$ cat src/rtl/im_loader.sv
// Boot-time instruction-memory loader: receives a framed, XOR-checksummed image byte by byte,
// writes it as little-endian 32-bit words, and holds the core in reset until the image is valid.
module im_loader #(
    parameter int ADDR_W    = 16,
    parameter int MAX_WORDS = 64
) (
    input  logic              clk,
    input  logic              rst_n,
    input  logic              rx_valid,
    input  logic [7:0]        rx_data,
    input  logic              reload,
    output logic              im_we,
    output logic [ADDR_W-1:0] im_addr,
    output logic [31:0]       im_wdata,
    output logic              cpu_rst_n,
    output logic              done,
    output logic              err
);

    localparam int IDX_W = $clog2(MAX_WORDS) + 1;

    typedef enum logic [2:0] {
        WAIT_LEN,
        WAIT_DATA,
        WAIT_SUM,
        RUN,
        ERROR
    } state_t;

    state_t            state, state_n;
    logic [IDX_W-1:0]  len, len_n;
    logic [IDX_W-1:0]  word_idx, word_idx_n;
    logic [1:0]        byte_idx, byte_idx_n;
    logic [7:0]        sum, sum_n;
    logic [31:0]       word, word_n;
    logic              im_we_n;
    logic [ADDR_W-1:0] im_addr_n;
    logic [31:0]       im_wdata_n;
    logic              cpu_rst_n_n, done_n, err_n;

    always_ff @(posedge clk) begin
        if (!rst_n) begin
            state     <= WAIT_LEN;
            len       <= '0;
            word_idx  <= '0;
            byte_idx  <= '0;
            sum       <= '0;
            word      <= '0;
            im_we     <= 1'b0;
            im_addr   <= '0;
            im_wdata  <= '0;
            cpu_rst_n <= 1'b0;
            done      <= 1'b0;
            err       <= 1'b0;
        end else begin
            state     <= state_n;
            len       <= len_n;
            word_idx  <= word_idx_n;
            byte_idx  <= byte_idx_n;
            sum       <= sum_n;
            word      <= word_n;
            im_we     <= im_we_n;
            im_addr   <= im_addr_n;
            im_wdata  <= im_wdata_n;
            cpu_rst_n <= cpu_rst_n_n;
            done      <= done_n;
            err       <= err_n;
        end
    end

    always_comb begin
        state_n    = state;
        len_n      = len;
        word_idx_n = word_idx;
        byte_idx_n = byte_idx;
        sum_n      = sum;
        word_n     = word;
        im_we_n    = 1'b0;
        im_addr_n  = im_addr;
        im_wdata_n = im_wdata;

        // reload wins over a coincident byte, which is simply dropped
        if (reload) begin
            state_n    = WAIT_LEN;
            word_idx_n = '0;
            byte_idx_n = '0;
            sum_n      = '0;
        end else if (rx_valid) begin
            case (state)
                WAIT_LEN: begin
                    if (rx_data == 8'd0 || 32'(rx_data) > MAX_WORDS) begin
                        state_n = ERROR;
                    end else begin
                        len_n      = IDX_W'(rx_data);
                        word_idx_n = '0;
                        byte_idx_n = '0;
                        sum_n      = '0;
                        state_n    = WAIT_DATA;
                    end
                end
                WAIT_DATA: begin
                    word_n[{byte_idx, 3'b000} +: 8] = rx_data;
                    sum_n      = sum ^ rx_data;
                    byte_idx_n = byte_idx + 2'd1;
                    // the top byte completes the word, so write it straight from rx_data
                    if (byte_idx == 2'd3) begin
                        im_we_n    = 1'b1;
                        im_addr_n  = ADDR_W'({word_idx, 2'b00});
                        im_wdata_n = {rx_data, word[23:0]};
                        word_idx_n = word_idx + IDX_W'(1);
                        if (word_idx == len - IDX_W'(1)) begin
                            state_n = WAIT_SUM;
                        end
                    end
                end
                WAIT_SUM: begin
                    state_n = (rx_data == sum) ? RUN : ERROR;
                end
                default: begin
                end
            endcase
        end

        cpu_rst_n_n = (state_n == RUN);
        done_n      = (state_n == RUN);
        err_n       = (state_n == ERROR);
    end

endmodule

$ cat config.mk
export PLATFORM = sky130hd
export DESIGN_NAME = im_loader
export DESIGN_NICKNAME = d
export VERILOG_FILES = /design/src/rtl/im_loader.sv
export SDC_FILE = /design/constraint.sdc
export NUM_CORES = 1
export LEC_CHECK = 0
export ABC_AREA = 1
export CORE_AREA = 5 5 92 94
export DETAILED_ROUTE_END_ITERATION = 7
export DIE_AREA = 0 0 97 99
export PLACE_DENSITY = 0.83
export SYNTH_ARGS = -nofsm -noshare
export SYNTH_HDL_FRONTEND = slang
export SYNTH_SLANG_ARGS = --single-unit
$ cat constraint.sdc
create_clock -name clk -period 3.3 [get_ports clk]
set_input_delay 0.99 -clock clk [delete_from_list [all_inputs] [get_ports clk]]
set_output_delay 0.99 -clock clk [all_outputs]
set_load 0.01 [all_outputs]
==> results_dict.tcl <==
set metrics [dict create \
    synth.area.top_cells "dfxtp_1 44%, nand2_1 9.1%, a21oi_1 9.0%" \
    end_kind "flop" \
    maxCapViolations 0 \
    power.density_nw_per_um2 413.9 \
    crit_path_max_incr_delay_ps 570 \
    crit_path_start_kind "input port" \
    min_period_ps 2524 \
    finalSetupTns_ps 0 \
    final_cell_area_sq_um 4943 \
    cts.sinks 93 \
    layout_commonest_cell "nand2_1" \
    syn2layout_area_growth_pct 17.48 \
    diodes 0 \
    vias_per_cell 5.228 \
    yosys_warnings 0 \
    synth_cells 577 \
    post-dp-hpwl_mm 7.039 \
    synth-xor-area-share 0.01665 \
    synth_top_cell_area_share 0.4425 \
    drv_slew 0 \
    synth_area_sq_um 4208 \
    coreArea_sq_um 7567 \
    firstDrtPassIters 5 \
    slew_headroom 0.5822 \
    r2r_start "byte_idx[0]$_SDFFE_PP0P_" \
    synth.avg_cell_area_sq_um 7.293 \
    wl_per_cell_um 13.02 \
    hp-class "flop to flop" \
    hold_viol_final 0 \
    synth-seq-cells 93 \
    slowest_stage "clkdlybuf4s50_1" \
    rows 32 \
    cts_tree "yes" \
    insertion_delay_ps 370 \
    status "complete, no violations" \
    crit_fanout 14 \
    die_h_um 99 \
    io_buffers 54 \
    startpoint "rx_data[4]" \
    fillers 653 \
    cts_resized 0 \
    crit_path_frequent_cell "nand2_1" \
    synth_top_area_cell "dfxtp_1" \
    ys_types 31 \
    utilization 0.6533 \
    setup_violations 0 \
    swShare 0.2770 \
    routed_wl_mm 9.494 \
    rsz0062_at_grt "false" \
    p_sw_uw 566.8 \
    htreeDepth 3 \
    skew_ps 6.993 \
    clkPwrFrac 0.349 \
    path_clk_slew_ps 100 \
    gp_congestion 0.9018 \
    cp_cell_sequence "clkdlybuf4s50_1 > inv_1 > nand2_1 > nor2_1 > nand2_1 > nand2_1 > nand2_2 > nor2_2 > nand2_2 > o21ai_0 > a21oi_1" \
    postRouteAntennaNets 0 \
    start_util 0.5561 \
    ir_worst_vdd_mv 0.2985 \
    finalPower_uw 2046 \
    drc 0 \
    fmax_ghz 0.3963 \
    synth_top_family_by_area "simple AND/OR/NAND/NOR gates" \
    grt_pass1_vias 3623 \
    cp_data_arrival_time_ps 2780 \
    required_ps 3550 \
    seq_power_share 0.559 \
    p_int_uw 1479 \
    post-cts-setup-buffers 0 \
    grt_util_all_layers 0.2022 \
    period_share 0.7647 \
    synthMuxAreaShare 0 \
    grt_first_pass_wirelength_mm 16.28 \
    p_leak_uw 0.001997 \
    clockBufferDepth 2 \
    placed_cell_area_sq_um 4761 \
    pin_count 64 \
    final_cell_mix "102 x nand2_1, 93 x dfxtp_1, 76 x a21oi_1" \
    worstSetupPathType "input port to flop" \
    cts_hold_buffers 0 \
    numCtsBuffers 9 \
    synth_fa_ha_area_frac 0.02081 \
    synth_compound_area_frac 0.1867 \
    overflow 0 \
    die_area_sq_um 9603 \
    drive_above_1_share 0.06380 \
    ys_seq_area_frac 0.4425 \
    synth_simple_gate_area_frac 0.2290 \
    grt_max_degree 62 \
    hold_start "word[19]$_SDFFE_PN0P_" \
    drtIter0Drc 262 \
    vias 3811 \
    grt_antenna_before_repair 0 \
    final_nets 641 \
    die_x_um 97 \
    worst_slew_pin_slew_ps 624.3 \
    clockRootBuffer "clkbuf_8" \
    power_frac_comb 0.093 \
]
-- cell families (layout without fill, tap and decap cells) --
family                   Yosys count  after routing
other                              1              9
AND/OR/NAND/NOR                  218            218
XOR/XNOR                           8              8
adder cells (fa/ha/maj)            7              7
flip-flops                        93             93
AO/OA/AOI/OAI                    153            153
buffers and inverters             97            139
-- metal layers --
| metal | up-vias | global-route usage | wire [um] | part of all wire |
|---|---|---|---|---|
| met5 | - | 0 | 0 | 0 |
| met4 | 0 | 0.08423 | 248 | 0.026 |
| met3 | 25 | 0.05096 | 563 | 0.059 |
| met2 | 116 | 0.3429 | 4600 | 0.48 |
| met1 | 1738 | 0.2447 | 4082 | 0.43 |
| li1 | 1932 | - | - | - |
-- worst paths after layout --
path,end,slack (ps),depth (start not counted)
setup reg to reg,word[4]$_SDFFE_PN0P_,1410,5
hold reg to reg,im_wdata[19]$_SDFFE_PN0P_,460,2
setup / recovery,len[0]$_SDFFE_PN0P_,780,11
hold / removal,im_wdata[19]$_SDFFE_PN0P_,460,2
-- worst max-delay path, delay by kind of cell --
family | cells | cell delay (ps)
compound gates | 2 | 320
buf+inv | 2 | 750
simple gates | 7 | 710
-- cells in the mapped netlist, drive strengths merged --
| library cell | number |
|---|---|
| clkinv | 1 |
| nand3b | 1 |
| or3 | 9 |
| nor4 | 1 |
| buf | 22 |
| nor2 | 78 |
| clkbuf | 10 |
| inv | 64 |
| a21oi | 76 |
| dfxtp | 93 |
| nand2 | 109 |
| nor3 | 2 |
| conb | 1 |
| ha | 7 |
| o21ai | 72 |
| xnor2 | 6 |
| xor2 | 2 |
| o211a | 3 |
| a211oi | 2 |
| nand3 | 18 |
-- power by group through the flow --
stage	logic (uW)	registers (uW)	clock network, uW
after detailed placement	188	1170	0
after floorplan	146	1170	0
after CTS	189	1140	728
after global placement	182	1170	0
final	190	1140	713
after global routing	216	1150	767
-- stage by stage --
| stage | worst slack [ps] | hold slack [ps] | std cells |
|---|---|---|---|
| finish | 776.5 | 458.0 | 729 |
| global route | 581.0 | 479.2 | 729 |
| detailed placement | 421.0 | 448.4 | 713 |
| floorplan | 1269 | 429.7 | 585 |
| CTS | 812.1 | 455.8 | 729 |
| global placement | 375.0 | 444.3 | 713 |
-- layout make-up --
cell class                 count  area (sq um)  area share
clock buffer                   9         123.9     0.02506
clock inverter                 7         58.81     0.01190
inverter                      65         247.7     0.05011
multi-input combinational    395          1941      0.3926
sequential                    93          1862      0.3766
tap                          102         127.6     0.02582
timing repair buffer          58         583.1      0.1179
-- sequential cells by signal, summed over array words and instances, names as in the netlist, 2 cells and up --
register	flops
byte_idx	2
sum	8
state	3
im_wdata	32
word	24
len	7
word_idx	7
im_addr	7
(Power assumes the default switching activity.)
